### src/rtl/bk_adder_pipe.sv
// Purpose : pipelined WIDTH-bit add/subtract using a Brent-Kung parallel-prefix carry network.
// Latency : 3 cycles from acceptance to out_valid with no stalls; one transaction per cycle.
// Backpr. : whole pipe advances when the output slot is empty or drained; in_ready follows out_ready combinationally.
//
// Ports
//   clk, rst_n              clock (rising edge), asynchronous active-low reset
//   in_ops[2*WIDTH-1:0]     interleaved operands: in_ops[2i]=a[i], in_ops[2i+1]=b[i]
//   in_sub                  1 = a-b (a+~b+1, cin ignored), 0 = a+b+cin
//   cin                     carry-in for add mode (honoured only when USE_CIN != 0)
//   in_valid / in_ready     input handshake
//   out_sum[WIDTH:0]        result, bit WIDTH is carry-out (sub mode: 1 = no borrow)
//   out_ovf                 signed two's-complement overflow of the WIDTH-bit result
//   out_valid / out_ready   output handshake
//
// Pipeline
//   capture : de-interleaved operands a, b' (b inverted in sub mode) and carry-in c0
//   S1      : per-bit generate/propagate, c0, operand MSBs
//   S2      : Brent-Kung up-sweep group (G,P) terms
//   S3      : down-sweep, carry formation, sum and overflow (output register)

module bk_adder_pipe #(
    parameter int WIDTH   = 12,
    parameter int USE_CIN = 1
) (
    input  logic               clk,
    input  logic               rst_n,
    input  logic [2*WIDTH-1:0] in_ops,
    input  logic               in_sub,
    input  logic               cin,
    input  logic               in_valid,
    output logic               in_ready,
    output logic [WIDTH:0]     out_sum,
    output logic               out_ovf,
    output logic               out_valid,
    input  logic               out_ready
);

    // The prefix tree is built over the next power of two; positions at and
    // above WIDTH are padding with g=0, p=0.
    localparam int LG = $clog2(WIDTH);
    localparam int NP = 1 << LG;

    // ------------------------------------------------------------------
    // Flow control: a single advance strobe moves every stage together.
    // ------------------------------------------------------------------
    logic w_adv;

    logic             r_in_vld;
    logic [WIDTH-1:0] r_in_a;
    logic [WIDTH-1:0] r_in_b;
    logic             r_in_c0;

    logic             r_s1_vld;
    logic [WIDTH-1:0] r_s1_g;
    logic [WIDTH-1:0] r_s1_p;
    logic             r_s1_c0;
    logic             r_s1_am;
    logic             r_s1_bm;

    logic             r_s2_vld;
    logic [WIDTH-1:0] r_s2_gg;   // up-sweep group generate
    logic [WIDTH-1:0] r_s2_gp;   // up-sweep group propagate
    logic [WIDTH-1:0] r_s2_p;    // raw per-bit propagate, needed for the sum
    logic             r_s2_c0;
    logic             r_s2_am;
    logic             r_s2_bm;

    logic             r_s3_vld;
    logic [WIDTH:0]   r_s3_sum;
    logic             r_s3_ovf;

    assign w_adv    = ~r_s3_vld | out_ready;
    assign in_ready = w_adv;

    // ------------------------------------------------------------------
    // Operand de-interleave and effective operand / carry-in selection.
    // ------------------------------------------------------------------
    logic [WIDTH-1:0] w_a;
    logic [WIDTH-1:0] w_b;
    logic             w_c0;

    always_comb begin
        w_a = '0;
        w_b = '0;
        for (int i = 0; i < WIDTH; i++) begin
            w_a[i] = in_ops[2*i];
            // Subtraction is a + ~b + 1: invert b here, force the carry-in below.
            w_b[i] = in_ops[2*i+1] ^ in_sub;
        end
    end

    assign w_c0 = in_sub | ((USE_CIN != 0) ? cin : 1'b0);

    always_ff @(posedge clk or negedge rst_n) begin
        if (!rst_n) begin
            r_in_vld <= 1'b0;
            r_in_a   <= '0;
            r_in_b   <= '0;
            r_in_c0  <= 1'b0;
        end else if (w_adv) begin
            r_in_vld <= in_valid;
            r_in_a   <= w_a;
            r_in_b   <= w_b;
            r_in_c0  <= w_c0;
        end
    end

    // ------------------------------------------------------------------
    // S1: per-bit generate / propagate.
    // ------------------------------------------------------------------
    always_ff @(posedge clk or negedge rst_n) begin
        if (!rst_n) begin
            r_s1_vld <= 1'b0;
            r_s1_g   <= '0;
            r_s1_p   <= '0;
            r_s1_c0  <= 1'b0;
            r_s1_am  <= 1'b0;
            r_s1_bm  <= 1'b0;
        end else if (w_adv) begin
            r_s1_vld <= r_in_vld;
            r_s1_g   <= r_in_a & r_in_b;
            r_s1_p   <= r_in_a ^ r_in_b;
            r_s1_c0  <= r_in_c0;
            r_s1_am  <= r_in_a[WIDTH-1];
            r_s1_bm  <= r_in_b[WIDTH-1];
        end
    end

    // ------------------------------------------------------------------
    // Up-sweep. At level k, node j with (j+1) a multiple of 2^k absorbs the
    // node 2^(k-1) below it. Updated nodes at one level are never read at the
    // same level, so the in-place update is safe. Nodes below WIDTH depend
    // only on lower bits, so the padding never reaches the kept slice.
    // ------------------------------------------------------------------
    logic [WIDTH-1:0] w_up_g;
    logic [WIDTH-1:0] w_up_p;

    always_comb begin : up_sweep
        logic [NP-1:0] g;
        logic [NP-1:0] p;
        g              = '0;
        p              = '0;
        g[WIDTH-1:0]   = r_s1_g;
        p[WIDTH-1:0]   = r_s1_p;
        for (int k = 1; k <= LG; k++) begin
            for (int j = (1 << k) - 1; j < NP; j += (1 << k)) begin
                // (G,P)hi o (G,P)lo = (Ghi | Phi&Glo, Phi&Plo); G uses the old Phi.
                g[j] = g[j] | (p[j] & g[j-(1<<(k-1))]);
                p[j] = p[j] & p[j-(1<<(k-1))];
            end
        end
        w_up_g = g[WIDTH-1:0];
        w_up_p = p[WIDTH-1:0];
    end

    always_ff @(posedge clk or negedge rst_n) begin
        if (!rst_n) begin
            r_s2_vld <= 1'b0;
            r_s2_gg  <= '0;
            r_s2_gp  <= '0;
            r_s2_p   <= '0;
            r_s2_c0  <= 1'b0;
            r_s2_am  <= 1'b0;
            r_s2_bm  <= 1'b0;
        end else if (w_adv) begin
            r_s2_vld <= r_s1_vld;
            r_s2_gg  <= w_up_g;
            r_s2_gp  <= w_up_p;
            r_s2_p   <= r_s1_p;
            r_s2_c0  <= r_s1_c0;
            r_s2_am  <= r_s1_am;
            r_s2_bm  <= r_s1_bm;
        end
    end

    // ------------------------------------------------------------------
    // Down-sweep. At level k (from LG-1 down to 1), node j with
    // (j+1) mod 2^k == 2^(k-1) and j >= 2^k absorbs the full prefix held at
    // j - 2^(k-1). Afterwards node i holds (G,P) over bits [0..i], and the
    // carry into bit i+1 is G | P&c0.
    // ------------------------------------------------------------------
    logic [WIDTH-1:0] w_sum;
    logic             w_cout;
    logic             w_ovf;

    always_comb begin : down_sweep
        logic [NP-1:0]  g;
        logic [NP-1:0]  p;
        logic [WIDTH:0] c;
        g              = '0;
        p              = '0;
        g[WIDTH-1:0]   = r_s2_gg;
        p[WIDTH-1:0]   = r_s2_gp;
        for (int k = LG - 1; k >= 1; k--) begin
            for (int j = (1 << k) + (1 << (k-1)) - 1; j < NP; j += (1 << k)) begin
                g[j] = g[j] | (p[j] & g[j-(1<<(k-1))]);
                p[j] = p[j] & p[j-(1<<(k-1))];
            end
        end
        c    = '0;
        c[0] = r_s2_c0;
        for (int i = 0; i < WIDTH; i++) begin
            c[i+1] = g[i] | (p[i] & r_s2_c0);
        end
        w_sum  = r_s2_p ^ c[WIDTH-1:0];
        w_cout = c[WIDTH];
    end

    // Same-signed effective operands producing a result of the other sign;
    // this is identical to c[WIDTH] ^ c[WIDTH-1] and reuses the saved MSBs.
    assign w_ovf = (r_s2_am ~^ r_s2_bm) & (w_sum[WIDTH-1] ^ r_s2_am);

    // ------------------------------------------------------------------
    // S3: output register. Empty slots load zeros so the outputs read 0
    // whenever out_valid is low.
    // ------------------------------------------------------------------
    always_ff @(posedge clk or negedge rst_n) begin
        if (!rst_n) begin
            r_s3_vld <= 1'b0;
            r_s3_sum <= '0;
            r_s3_ovf <= 1'b0;
        end else if (w_adv) begin
            r_s3_vld <= r_s2_vld;
            r_s3_sum <= r_s2_vld ? {w_cout, w_sum} : '0;
            r_s3_ovf <= r_s2_vld & w_ovf;
        end
    end

    assign out_valid = r_s3_vld;
    assign out_sum   = r_s3_sum;
    assign out_ovf   = r_s3_ovf;

endmodule

### config.mk
export PLATFORM = sky130hd
export DESIGN_NAME = bk_adder_pipe
export DESIGN_NICKNAME = d
export VERILOG_FILES = /design/src/rtl/bk_adder_pipe.sv
export SDC_FILE = /design/constraint.sdc
export NUM_CORES = 1
export LEC_CHECK = 0
export ABC_AREA = 1
export CAP_MARGIN = 0
export CORE_ASPECT_RATIO = 0.5
export CORE_UTILIZATION = 32
export DETAILED_ROUTE_END_ITERATION = 10
export PLACE_DENSITY = 0.6
export SYNTH_ARGS = -nofsm -noshare
export SYNTH_HDL_FRONTEND = slang
export SYNTH_SLANG_ARGS = --single-unit
### constraint.sdc
create_clock -name clk -period 1.5 [get_ports clk]
set_clock_uncertainty 0.2 [all_clocks]
set_input_delay 0.45 -clock clk [delete_from_list [all_inputs] [get_ports clk]]
set_output_delay 0.45 -clock clk [all_outputs]
set_load 0.02 [all_outputs]
# [Word-level counts from Yosys, hierarchy flattened]
# Cells that the tools add are included.
[totals] regBits=109 out_inout_bits=16
[classes] mux=1 n_bitwise=100
[ops] cell="AND 1 bit" count=50
[ops] cell="bitwise OR 1 bit" count=32
[ops] cell="XOR 12 bit" count=2
[ops] cell="2-to-1 mux 13 bit" count=1
[ops] cell="XOR 1 bit" count=13
[ops] cell="AND 12 bit" count=1
[ops] cell="NOT 1 bit" count=1
[ops] cell="bitwise XNOR 1 bit" count=1

# [Logic depth before layout (Yosys ltp)]
[depth] depth_word=9 depth_mapped=8

# [Least setup slack after synthesis]
# No wires, ideal clock.
[synth_timing] kind="flip-flop to output port" from="register r_s3_vld (netlist: out_valid)" to="output port in_ready" arrival_time_ns=0.932 path_slack_ns=-0.082 stages_incl_launch_ff=4 n_path_buf=2 path_cell_list="dfrtp_1 nand2_4 buf_6 buf_2"
[synth_via] elab_chain_len=2
[synth_rtl] item="start, declared" line_no="68" text="logic r_s3_vld;"
[synth_rtl] item="start signal, assigned" line_no="223" text="r_s3_vld <= r_s2_vld;"
[synth_rtl] item="NOT 1 bit" line_no="72" text="assign w_adv = ~r_s3_vld | out_ready;"
[synth_rtl] item="bitwise OR 1 bit" line_no="72"
[synth_rtl] item="end, declared" line_no="31" text="output logic in_ready,"
# Every way passes these cells.

# [Worst setup path after layout]
# Same ends and word-level chain as after synthesis.

==> results.sh <==
export IMPL_status="finished with violations"
export IMPL_violations="setup timing"
export IMPL_timing_final_crit_share_pct=108.9
export IMPL_syn_inst=497
export IMPL_clock_path_buffers=2
export IMPL_io_buffers=45
export IMPL_die_area_um2=14520
export IMPL_holdWs_ps=277.4
export IMPL_ant_nets=0
export IMPL_die_height_um=85.71
export IMPL_slew_limit_headroom_pct=68.61
export IMPL_fin_nets=622
export IMPL_core_um2=13630
export IMPL_post_drt_wl_per_cell_um=13.19
export IMPL_tns_ps=-1463
export IMPL_hpwl_mm=6.712
export IMPL_antenna_found_initial=0
export IMPL_grt_max_degree=33
export IMPL_num_vias=3397
export IMPL_synthMuxAreaShare_pct=0
export IMPL_drt_pre_antenna_iters=4
export IMPL_cts_buffers_inserted=9
export IMPL_yosys_area_share_simple_pct=19.64
export IMPL_crit_path_start_kind="register"
export IMPL_fp_dieW_um=169.4
export IMPL_fillCellCount=1303
export IMPL_hold_viol=0
export IMPL_tightest_slew_ps=466.9
export IMPL_synth_compound_area_share_pct=10.24
export IMPL_drive_above_1_share_pct=16.78
export IMPL_grt_pass1_vias=3183
export IMPL_overflow=0
export IMPL_fin_crit_ps=1634
export IMPL_min_path_type="reg -> reg"
export IMPL_synth_seq_cells=103
export IMPL_crit_type="reg -> out"
export IMPL_rsz0062_at_grt="yes"
export IMPL_synth_top_family_by_area="simple AND/OR/NAND/NOR gates"
export IMPL_power_per_cell_area_nw_per_um2=1894
export IMPL_placementRows=30
export IMPL_syn_area_per_cell_um2=9.023
export IMPL_root_buffer="clkbuf_16"
export IMPL_power_leakage_nw=2.929
export IMPL_drt_drc_violations_left=0
export IMPL_max_freq_mhz=612.1
export IMPL_clock_latency_ps=350
export IMPL_grt_usage_pct=14.19
export IMPL_n_antenna_cell=0
export IMPL_syn_nets=540
export IMPL_path_max_fanout=2
export IMPL_cts_num_sinks=103
export IMPL_ctsHtreeMaxLevel=3
export IMPL_drv_cap=0
export IMPL_grt_pass1_wl_mm=15.81
export IMPL_worstPathArrival_ps=980
export IMPL_ios=46
export IMPL_synth_edf_count=0
export IMPL_yosysSeqAreaShare_pct=57.48
export IMPL_fin_ws_ps=-133.6
export IMPL_cts_tree="built"
export IMPL_routed_wl_mm=10.24
export IMPL_place_congestion=0.7841
export IMPL_synth_area_um2=4484
export IMPL_synth_adder_area_share_pct=3.627
export IMPL_via_per_inst=4.378
export IMPL_synth_top_flop_cell="dfrtp_1"
export IMPL_setup_viol=54
export IMPL_synth_xor_area_share_pct=2.344
export IMPL_async_flop_share_pct=100.0
export IMPL_post_route_util_pct=44.40
export IMPL_drt_iter0_drc=233
export IMPL_cp_required_ps=850
export IMPL_end_kind="primary output"
export IMPL_yosysWarnings=0
export IMPL_start_util_pct=32.91
export IMPL_cts_clk_slew_worst_paths_ps=70
export IMPL_maxSlewViolCount=0
export IMPL_ir_drop_mv=0.7429
export IMPL_synthToLayoutAreaGrowth_pct=34.91
export IMPL_synth_cell_types=30
==> synth_stat cells, types with 4 or more instances <==
| library cell | number | share of area (%) |
|---|---|---|
| ha_1 | 13 | 3.6 |
| a21oi_1 | 8 | 0.89 |
| xnor2_1 | 12 | 2.3 |
| nand3_1 | 16 | 1.8 |
| o21ai_0 | 66 | 7.4 |
| nor2_1 | 6 | 0.50 |
| dfrtp_1 | 103 | 57 |
| inv_1 | 39 | 3.3 |
| nand2_1 | 187 | 16 |
| buf_2 | 12 | 1.3 |
| buf_4 | 4 | 0.67 |
| o21ai_1 | 6 | 0.67 |
==> what timing repair did <==
item                                    in CTS  in global routing
endpoints found under the hold margin       12                  0
resized for setup                          104                 44
gates cloned                                 0                  7
hold buffers                                 1                  0
pin swaps                                    1                  1
buffers inserted                             7                  7
endpoints found under the setup margin     118                 60
==> layout by cell type, fill, tap and decap left out, types with 2 or more instances in the layout <==
cell,Yosys,routed
dfrtp_1,103,102
nand4_1,2,2
buf_6,3,18
xnor2_1,12,12
nand2_1,187,186
a21oi_1,8,8
clkinvlp_4,0,2
nand3_1,16,16
clkdlybuf4s50_1,0,27
nor3_1,2,2
o21ai_0,66,52
clkbuf_8,1,2
clkbuf_16,0,16
o21ai_2,0,5
o21ai_1,6,15
ha_1,13,13
buf_12,0,11
inv_1,39,37
buf_4,4,27
nor2_1,6,6
nand3_2,2,2
==> sequential cells by signal, indices dropped and copies added, names as in the netlist, 6 cells and up <==
signal	cells
out_sum	13
r_in_a	12
r_in_b	12
r_s1_g	12
r_s1_p	12
r_s2_gg	12
r_s2_gp	12
r_s2_p	6
==> metal layers <==
metal | wire length, µm | share of wire [%] | GRT usage [%] | vias up
li1 | - | - | - | 1747
met1 | 5265 | 51 | 21.14 | 1586
met2 | 4413 | 43 | 19.72 | 62
met3 | 526 | 5.1 | 4.384 | 2
met4 | 31 | 0.30 | 3.767 | 0
met5 | 0 | 0 | 0 | -
==> through the flow <==
step	instance area (µm²)	worst slack (ps)	total power, mW	std cells
floorplan	4494	2.784	6.887	497
global placement	5289	-798.9	8.145	738
detailed placement	5289	-809.7	8.233	738
CTS	5703	-159.1	10.83	762
finish	6050	-133.6	11.46	776
global route	6050	-168.7	12.39	776
==> cell type report <==
| type | instances | area, µm² | share of cell area, % |
|---|---|---|---|
| clock buffers | 12 | 256.5 | 4.240 |
| clock inverters | 4 | 53.80 | 0.8893 |
| inverters | 40 | 168.9 | 2.792 |
| multi-input cells | 331 | 1649 | 27.26 |
| flip-flops and latches | 103 | 2579 | 42.63 |
| well taps | 192 | 240.2 | 3.971 |
| repair buffers | 94 | 1102 | 18.22 |
==> cell families after synthesis <==
group           after synthesis
flops                       103
xor+xnor                     12
simple gates                219
compound gates               87
fa+ha+maj                    13
buf+inv                      63
==> report_power, final <==
part	switching (mW)	internal, mW	total [mW]
clock network	0.979	1.39	2.37
logic	2.36	2.09	4.45
registers	0.766	3.88	4.64
==> critical path: stages (launching register included) <==
cell and delay, ps:
dfrtp_1 420, nand2_4 100, buf_6 120
==> worst paths after layout <==
kind | startpoint | to | slack (ps) | cells after the start
max | out_valid$_DFFE_PN0P_ | in_ready | -130 | 2
min | r_s1_bm$_DFFE_PN0P_ | r_s1_bm$_DFFE_PN0P_ | 280 | 2
max reg2reg | out_valid$_DFFE_PN0P_ | out_sum[8]$_DFFE_PN0P_ | -100 | 6
min reg2reg | r_s1_bm$_DFFE_PN0P_ | r_s1_bm$_DFFE_PN0P_ | 280 | 2
max in group asynchronous | rst_n | r_in_b[4]$_DFFE_PN0P_ | 340 | 3
min in group asynchronous | rst_n | r_s2_am$_DFFE_PN0P_ | 330 | 2
No activity file was read; power rests on OpenSTA's default activity.
